===== src/rtl/cosim_log_item_buffer.sv =====
// cosim_log_item_buffer
// Per-hart, per-kind FIFOs for cosim commit-log items. The DPI fetch pump pushes
// at most one item per cycle into a selected channel; each commit checker drains
// its own channel through an independent valid/ready pair. Heads are presented
// show-ahead, so an item pushed in cycle N is poppable in cycle N+1.
module cosim_log_item_buffer #(
  parameter int NUM_HARTS    = 1,
  parameter int NUM_KINDS    = 3,
  parameter int DPI_W        = 64,
  parameter int ITEM_WORDS   = 3,
  parameter int DEPTH        = 8,
  parameter bit DROP_ON_FULL = 1'b0,
  localparam int NCH = NUM_HARTS * NUM_KINDS,
  localparam int CW  = (NCH > 1) ? $clog2(NCH) : 1,
  localparam int IW  = ITEM_WORDS * DPI_W,
  localparam int OW  = $clog2(DEPTH + 1)
) (
  input  logic              clk_i,
  input  logic              rst_i,
  input  logic              push_valid_i,
  output logic              push_ready_o,
  input  logic [CW-1:0]     push_chan_i,
  input  logic [IW-1:0]     push_data_i,
  output logic [NCH-1:0]    pop_valid_o,
  input  logic [NCH-1:0]    pop_ready_i,
  output logic [NCH*IW-1:0] pop_data_o,
  input  logic [NCH-1:0]    flush_i,
  output logic [NCH*OW-1:0] occupancy_o,
  output logic [NCH*16-1:0] drop_cnt_o,
  output logic              bad_chan_o
);

  localparam int PW   = $clog2(DEPTH);
  localparam int NSEL = 1 << CW;

  // blocked_ext covers every encodable channel number; codes beyond NCH stay 0
  // so an out-of-range push is always accepted (and then discarded).
  logic [NSEL-1:0] blocked_ext;
  logic [NCH-1:0]  sel_vec;
  logic            in_range;
  logic            push_fire;
  logic            bad_chan_reg;

  assign in_range   = |sel_vec;
  assign push_fire  = push_valid_i & push_ready_o;
  assign bad_chan_o = bad_chan_reg;

  // Push handshake: in drop mode the pump is never stalled.
  always_comb begin
    push_ready_o = 1'b1;
    if (!DROP_ON_FULL) begin
      push_ready_o = !blocked_ext[push_chan_i];
    end
  end

  // Sticky flag for pushes addressed to a channel that does not exist.
  always_ff @(posedge clk_i or posedge rst_i) begin
    if (rst_i) begin
      bad_chan_reg <= 1'b0;
    end else if (push_fire && !in_range) begin
      bad_chan_reg <= 1'b1;
    end
  end

  genvar gi;

  for (gi = NCH; gi < NSEL; gi++) begin : g_pad
    assign blocked_ext[gi] = 1'b0;
  end

  for (gi = 0; gi < NCH; gi++) begin : g_chan
    logic [IW-1:0] mem [DEPTH];
    logic [PW-1:0] wr_ptr_reg, wr_ptr_next;
    logic [PW-1:0] rd_ptr_reg, rd_ptr_next;
    logic [OW-1:0] occ_reg, occ_next;
    logic [15:0]   drop_cnt_reg, drop_cnt_next;
    logic          full;
    logic          wr_en;
    logic          rd_en;
    logic          drop_en;

    assign full             = (occ_reg == OW'(DEPTH));
    assign sel_vec[gi]      = (push_chan_i == CW'(gi));
    // A full channel stays blocked even if its head is popped this cycle.
    assign blocked_ext[gi]  = full | flush_i[gi];
    assign wr_en   = push_fire & sel_vec[gi] & !full & !flush_i[gi];
    assign rd_en   = (occ_reg != '0) & pop_ready_i[gi];
    // Only reachable in drop mode: backpressure mode never accepts into a full channel.
    assign drop_en = push_fire & sel_vec[gi] & full & !flush_i[gi];

    // Pointer, occupancy and drop-counter update; flush overrides push and pop.
    always_comb begin
      wr_ptr_next   = wr_ptr_reg;
      rd_ptr_next   = rd_ptr_reg;
      occ_next      = occ_reg;
      drop_cnt_next = drop_cnt_reg;
      if (flush_i[gi]) begin
        wr_ptr_next = '0;
        rd_ptr_next = '0;
        occ_next    = '0;
      end else begin
        if (wr_en) wr_ptr_next = wr_ptr_reg + PW'(1);
        if (rd_en) rd_ptr_next = rd_ptr_reg + PW'(1);
        case ({wr_en, rd_en})
          2'b10:   occ_next = occ_reg + OW'(1);
          2'b01:   occ_next = occ_reg - OW'(1);
          default: occ_next = occ_reg;
        endcase
      end
      if (drop_en && drop_cnt_reg != 16'hFFFF) begin
        drop_cnt_next = drop_cnt_reg + 16'd1;
      end
    end

    // Channel state registers, cleared immediately by reset.
    always_ff @(posedge clk_i or posedge rst_i) begin
      if (rst_i) begin
        wr_ptr_reg   <= '0;
        rd_ptr_reg   <= '0;
        occ_reg      <= '0;
        drop_cnt_reg <= '0;
      end else begin
        wr_ptr_reg   <= wr_ptr_next;
        rd_ptr_reg   <= rd_ptr_next;
        occ_reg      <= occ_next;
        drop_cnt_reg <= drop_cnt_next;
      end
    end

    // Item storage is never reset; it is only observed while occupancy is non-zero.
    always_ff @(posedge clk_i) begin
      if (wr_en) begin
        mem[wr_ptr_reg] <= push_data_i;
      end
    end

    assign pop_valid_o[gi]             = (occ_reg != '0);
    assign pop_data_o[gi*IW +: IW]     = mem[rd_ptr_reg];
    assign occupancy_o[gi*OW +: OW]    = occ_reg;
    assign drop_cnt_o[gi*16 +: 16]     = drop_cnt_reg;
  end

endmodule

===== config.mk =====
export PLATFORM = sky130hd
export DESIGN_NAME = cosim_log_item_buffer
export DESIGN_NICKNAME = d
export VERILOG_FILES = /design/src/rtl/cosim_log_item_buffer.sv
export SDC_FILE = /design/constraint.sdc
export NUM_CORES = 2
export LEC_CHECK = 0
export BUFFER_PORTS_ARGS = -buffer_cell sky130_fd_sc_hd__buf_2
export CELL_PAD_IN_SITES_DETAIL_PLACEMENT = 1
export CELL_PAD_IN_SITES_GLOBAL_PLACEMENT = 1
export CORE_ASPECT_RATIO = 1.25
export CORE_MARGIN = 3
export CORE_UTILIZATION = 30
export CTS_BUF_LIST = sky130_fd_sc_hd__clkbuf_8
export DETAILED_ROUTE_END_ITERATION = 16
export GPL_TIMING_DRIVEN = 1
export MAX_ROUTING_LAYER = met4
export PLACE_DENSITY_LB_ADDON = 0.08
export SLEW_MARGIN = 20
export SYNTH_ARGS = -nofsm -noshare
export SYNTH_HDL_FRONTEND = slang
export SYNTH_MEMORY_MAX_BITS = 65536
export SYNTH_SLANG_ARGS = --single-unit

===== constraint.sdc =====
create_clock -name clk_i -period 47.7 [get_ports clk_i]
set_input_delay 2.385 -clock clk_i [delete_from_list [all_inputs] [get_ports clk_i]]
set_output_delay 2.385 -clock clk_i [all_outputs]
set_load 0.05 [all_outputs]

==> summary.md <==
| Metric | Value |
|---|---|
| Vias in the first global route | 91300 |
| Htree depth | 6 |
| Comb pwr share | 19.9% |
| Die Ht | 862 µm |
| Critical path required time | 45310 ps |
| Ports | 844 |
| Total Routing Usage GR | 17.8% |
| Clock Power Share | 33.6% |
| DR pass1 iterations | 6 |
| Final net count | 8671 |
| Max-slew violation count | 0 |
| Tmin final | 10440 ps |
| Finished Layout Cells | 16800 |
| CTS Sinks | 4687 |
| Status | finished, final reports clean |
| Critical Path End Type | primary output |
| Fmax | 95.8 MHz |
| Layout area overhead | 16.3% |
| Vias per inst | 4.82 |
| DP Area | 0.190 mm² |
| Worst VDD drop | 35.3 µV |
| Synth top cells by count | edfxtp_1, mux4_2, mux2_2, clkbuf_1, buf_2 |
| Max_cap viols | 0 |
| Switching part of the total power | 30.1% |
| Fin Clk Skew | 78.5 ps |
| Yosys Warn Count | 0 |
| Setup bufs post-CTS | 0 |
| Period Utilization, post-route | 21.9% |
| Clock Latency Late Sink | 1310 ps |
| DPL Wire Length | 305000 µm |
| Yosys top cell area share | 78.8% |
| DR DRC count | 0 |
| Part of the power in registers | 46.5% |
| Most common cell in the netlist | edfxtp_1 |
| Wire per inst | 31.0 µm |
| Critical Path, Cell by Cell | buf_4, buf_4, buf_4, buf_4, buf_4, buf_4, mux4_2, mux2_2, buf_2 |
| Global-route wire length before repair | 729000 µm |
| Overall Power | 9.88 mW |
| Proportion of layout cells with a drive suffix above 1 | 41.5% |
| Crit Path Max Fanout | 44 |
| Die footprint | 0.595 mm² |
| Synthesis-stage register bit count | 4687 |
| GP Congestion | 0.723 |
| Crit path max-delay cell type | buf_4 |
| Worst path most repeated cell | buf_4 |
| Top cells by area, synth | edfxtp_1, mux4_2, mux2_2 |
| Vias after detailed routing | 81300 |
| Hold Fails Final Rpt | 0 |
| Clk slew on worst S/H paths | 60 ps |
| Ys async rst share | 1.69% |
| Ys flop type | edfxtp_1 |
| Number of buffers added on ports | 843 |
| Slew margin rel. | 27.3% |
| Startpoint types | flip-flop |
| Syn avg cell area | 25.1 µm² |
| Remaining antenna violation count | 0 |
| Largest register FFs | 4608 |
| TritonCTS Buffers | 783 |
| Row Count | 313 |
| Internal power | 6.90 mW |
| # resized after CTS | 0 |
| Area leader, netlist | edfxtp_1 |
| Initial Utilization | 30.2% |
| Slew at the pin closest to its max-slew limit | 1090 ps |
| Slowest stage delay, CP | 830 ps |
| CTS tree | built |
| Placed Cells | 15400 |
| Post-route cell area | 0.204 mm² |
| Post-synth EDFFs | 4608 |
| Starting DRT DRC Count | 5671 |
| CP Data Arrival Time | 8060 ps |
| Gr ovfl total | 0 |
| Post-Syn Area | 0.176 mm² |
| Final setup TNS | 0 ps |
| Die W | 690 µm |
| Switching pwr | 2.97 mW |
| Clock buffer depth | 4 |
| Syn Nets | 7206 |
| Min-delay worst type | reg2reg |
| Antenna violations before repair | 68 |
| Clock Root Buffer | clkbuf_8 |
| WL final | 523000 µm |
| Yosys cell types | 54 |
| Critical path type | reg2out |
| Sequential-to-total area share from yosys stat | 79.9% |
| Endpoints failing setup | 0 |
| Core Footprint | 0.582 mm² |
| Pwr per Cell Area | 48.3 mW/mm² |
| # hold bufs at CTS | 0 |
| Mapped Cells | 6991 |
| RSZ-0062 raised after global routing | false |
| Largest net degree at the start of global routing | 110 |
| Pleak | 63.9 nW |
[path summary, 6_finish.rpt]
path,startpoint,to,slack [ps],cells after the start
min,g_chan[0].drop_cnt_reg[0]$_DFFE_PP0P_,g_chan[0].drop_cnt_reg[0]$_DFFE_PP0P_,370,0
max in group asynchronous,rst_i,g_chan[0].rd_ptr_reg[0]$_DFFE_PP0P_,45720,3
min in group asynchronous,rst_i,g_chan[1].drop_cnt_reg[14]$_DFFE_PP0P_,1280,3
max,g_chan[1].rd_ptr_reg[0]$_DFFE_PP0P_,pop_data_o[256],37260,9
max reg2reg,g_chan[2].occ_reg[0]$_DFFE_PP0P_,g_chan[2].mem[7][45]$_DFFE_PP_,42300,8
min reg2reg,g_chan[0].drop_cnt_reg[0]$_DFFE_PP0P_,g_chan[0].drop_cnt_reg[0]$_DFFE_PP0P_,370,0
[critical path: cells and delay by family, from the launching register on]
family	cells	cell delay, ps
buffers and inverters	7	4690
muxes	2	970
DFF	1	710
[cell type report]
cell class	count	area [µm²]
fillers	56100	378000
flip-flops and latches	4687	140000
multi-input cells	1919	33900
clock buffers	808	11100
well taps	7717	9660
repair buffers	1062	6050
clock inverters	618	3210
diodes	33	82.6
inverters	3	11.3
[cell usage in the layout (no fill, tap or decap), types with 13 or more instances in the layout]
cell / synthesis / layout
buf_2: 119 / 843
nand2_1: 25 / 25
diode_2: 0 / 33
bufinv_16: 0 / 15
inv_1: 2 / 265
clkinv_1: 0 / 224
a21oi_1: 13 / 13
mux2_2: 578 / 578
nor2_1: 23 / 16
edfxtp_1: 4608 / 4608
clkinv_2: 0 / 64
dfrtp_1: 79 / 70
buf_12: 0 / 14
mux4_2: 1152 / 1152
buf_4: 0 / 203
clkbuf_8: 0 / 808
[layer usage]
| layer | global-route usage [%] | vias to the layer above | part of all wire (%) |
|---|---|---|---|
| li1 | - | 33200 | - |
| met1 | 21.5 | 45300 | 41 |
| met2 | 30.8 | 1969 | 52 |
| met3 | 3.65 | 812 | 5.1 |
| met4 | 4.06 | 0 | 2.3 |
| met5 | - | - | 0 |
[power groups by stage]
| stage | combinational [mW] | sequential, mW | clock (mW) |
|---|---|---|---|
| floorplan | 1.41 | 4.67 | 0 |
| global route | 2.10 | 4.59 | 3.64 |
| global placement | 2.03 | 4.68 | 0 |
| finish | 1.97 | 4.59 | 3.32 |
| detailed placement | 2.04 | 4.68 | 0 |
| CTS | 2.05 | 4.59 | 3.47 |
[logic make-up (layout without fill, tap and decap cells)]
kind of cell / count (synthesis) / count (layout) / share of synthesized area, %
AO/OA/AOI/OAI: 47 / 47 / 0.189
XOR/XNOR: 18 / 18 / 0.0897
adder cells (fa/ha/maj): 13 / 13 / 0.0912
buffers and inverters: 385 / 2491 / 0.912
flip-flops: 4687 / 4687 / 79.9
multiplexers: 1735 / 1735 / 18.5
other: 0 / 33 / 0
AND/OR/NAND/NOR: 106 / 106 / 0.329
[per-stage QoR]
stage,worst slack [ps],hold WS [ps],utilization (%)
after floorplan,23970,559,-
after global placement,38240,360,32.6
after detailed placement,38170,362,32.6
after CTS,36610,376,35.1
after global routing,36360,378,35.1
final,37260,371,35.1
No activity file was read; power rests on OpenSTA's default activity.
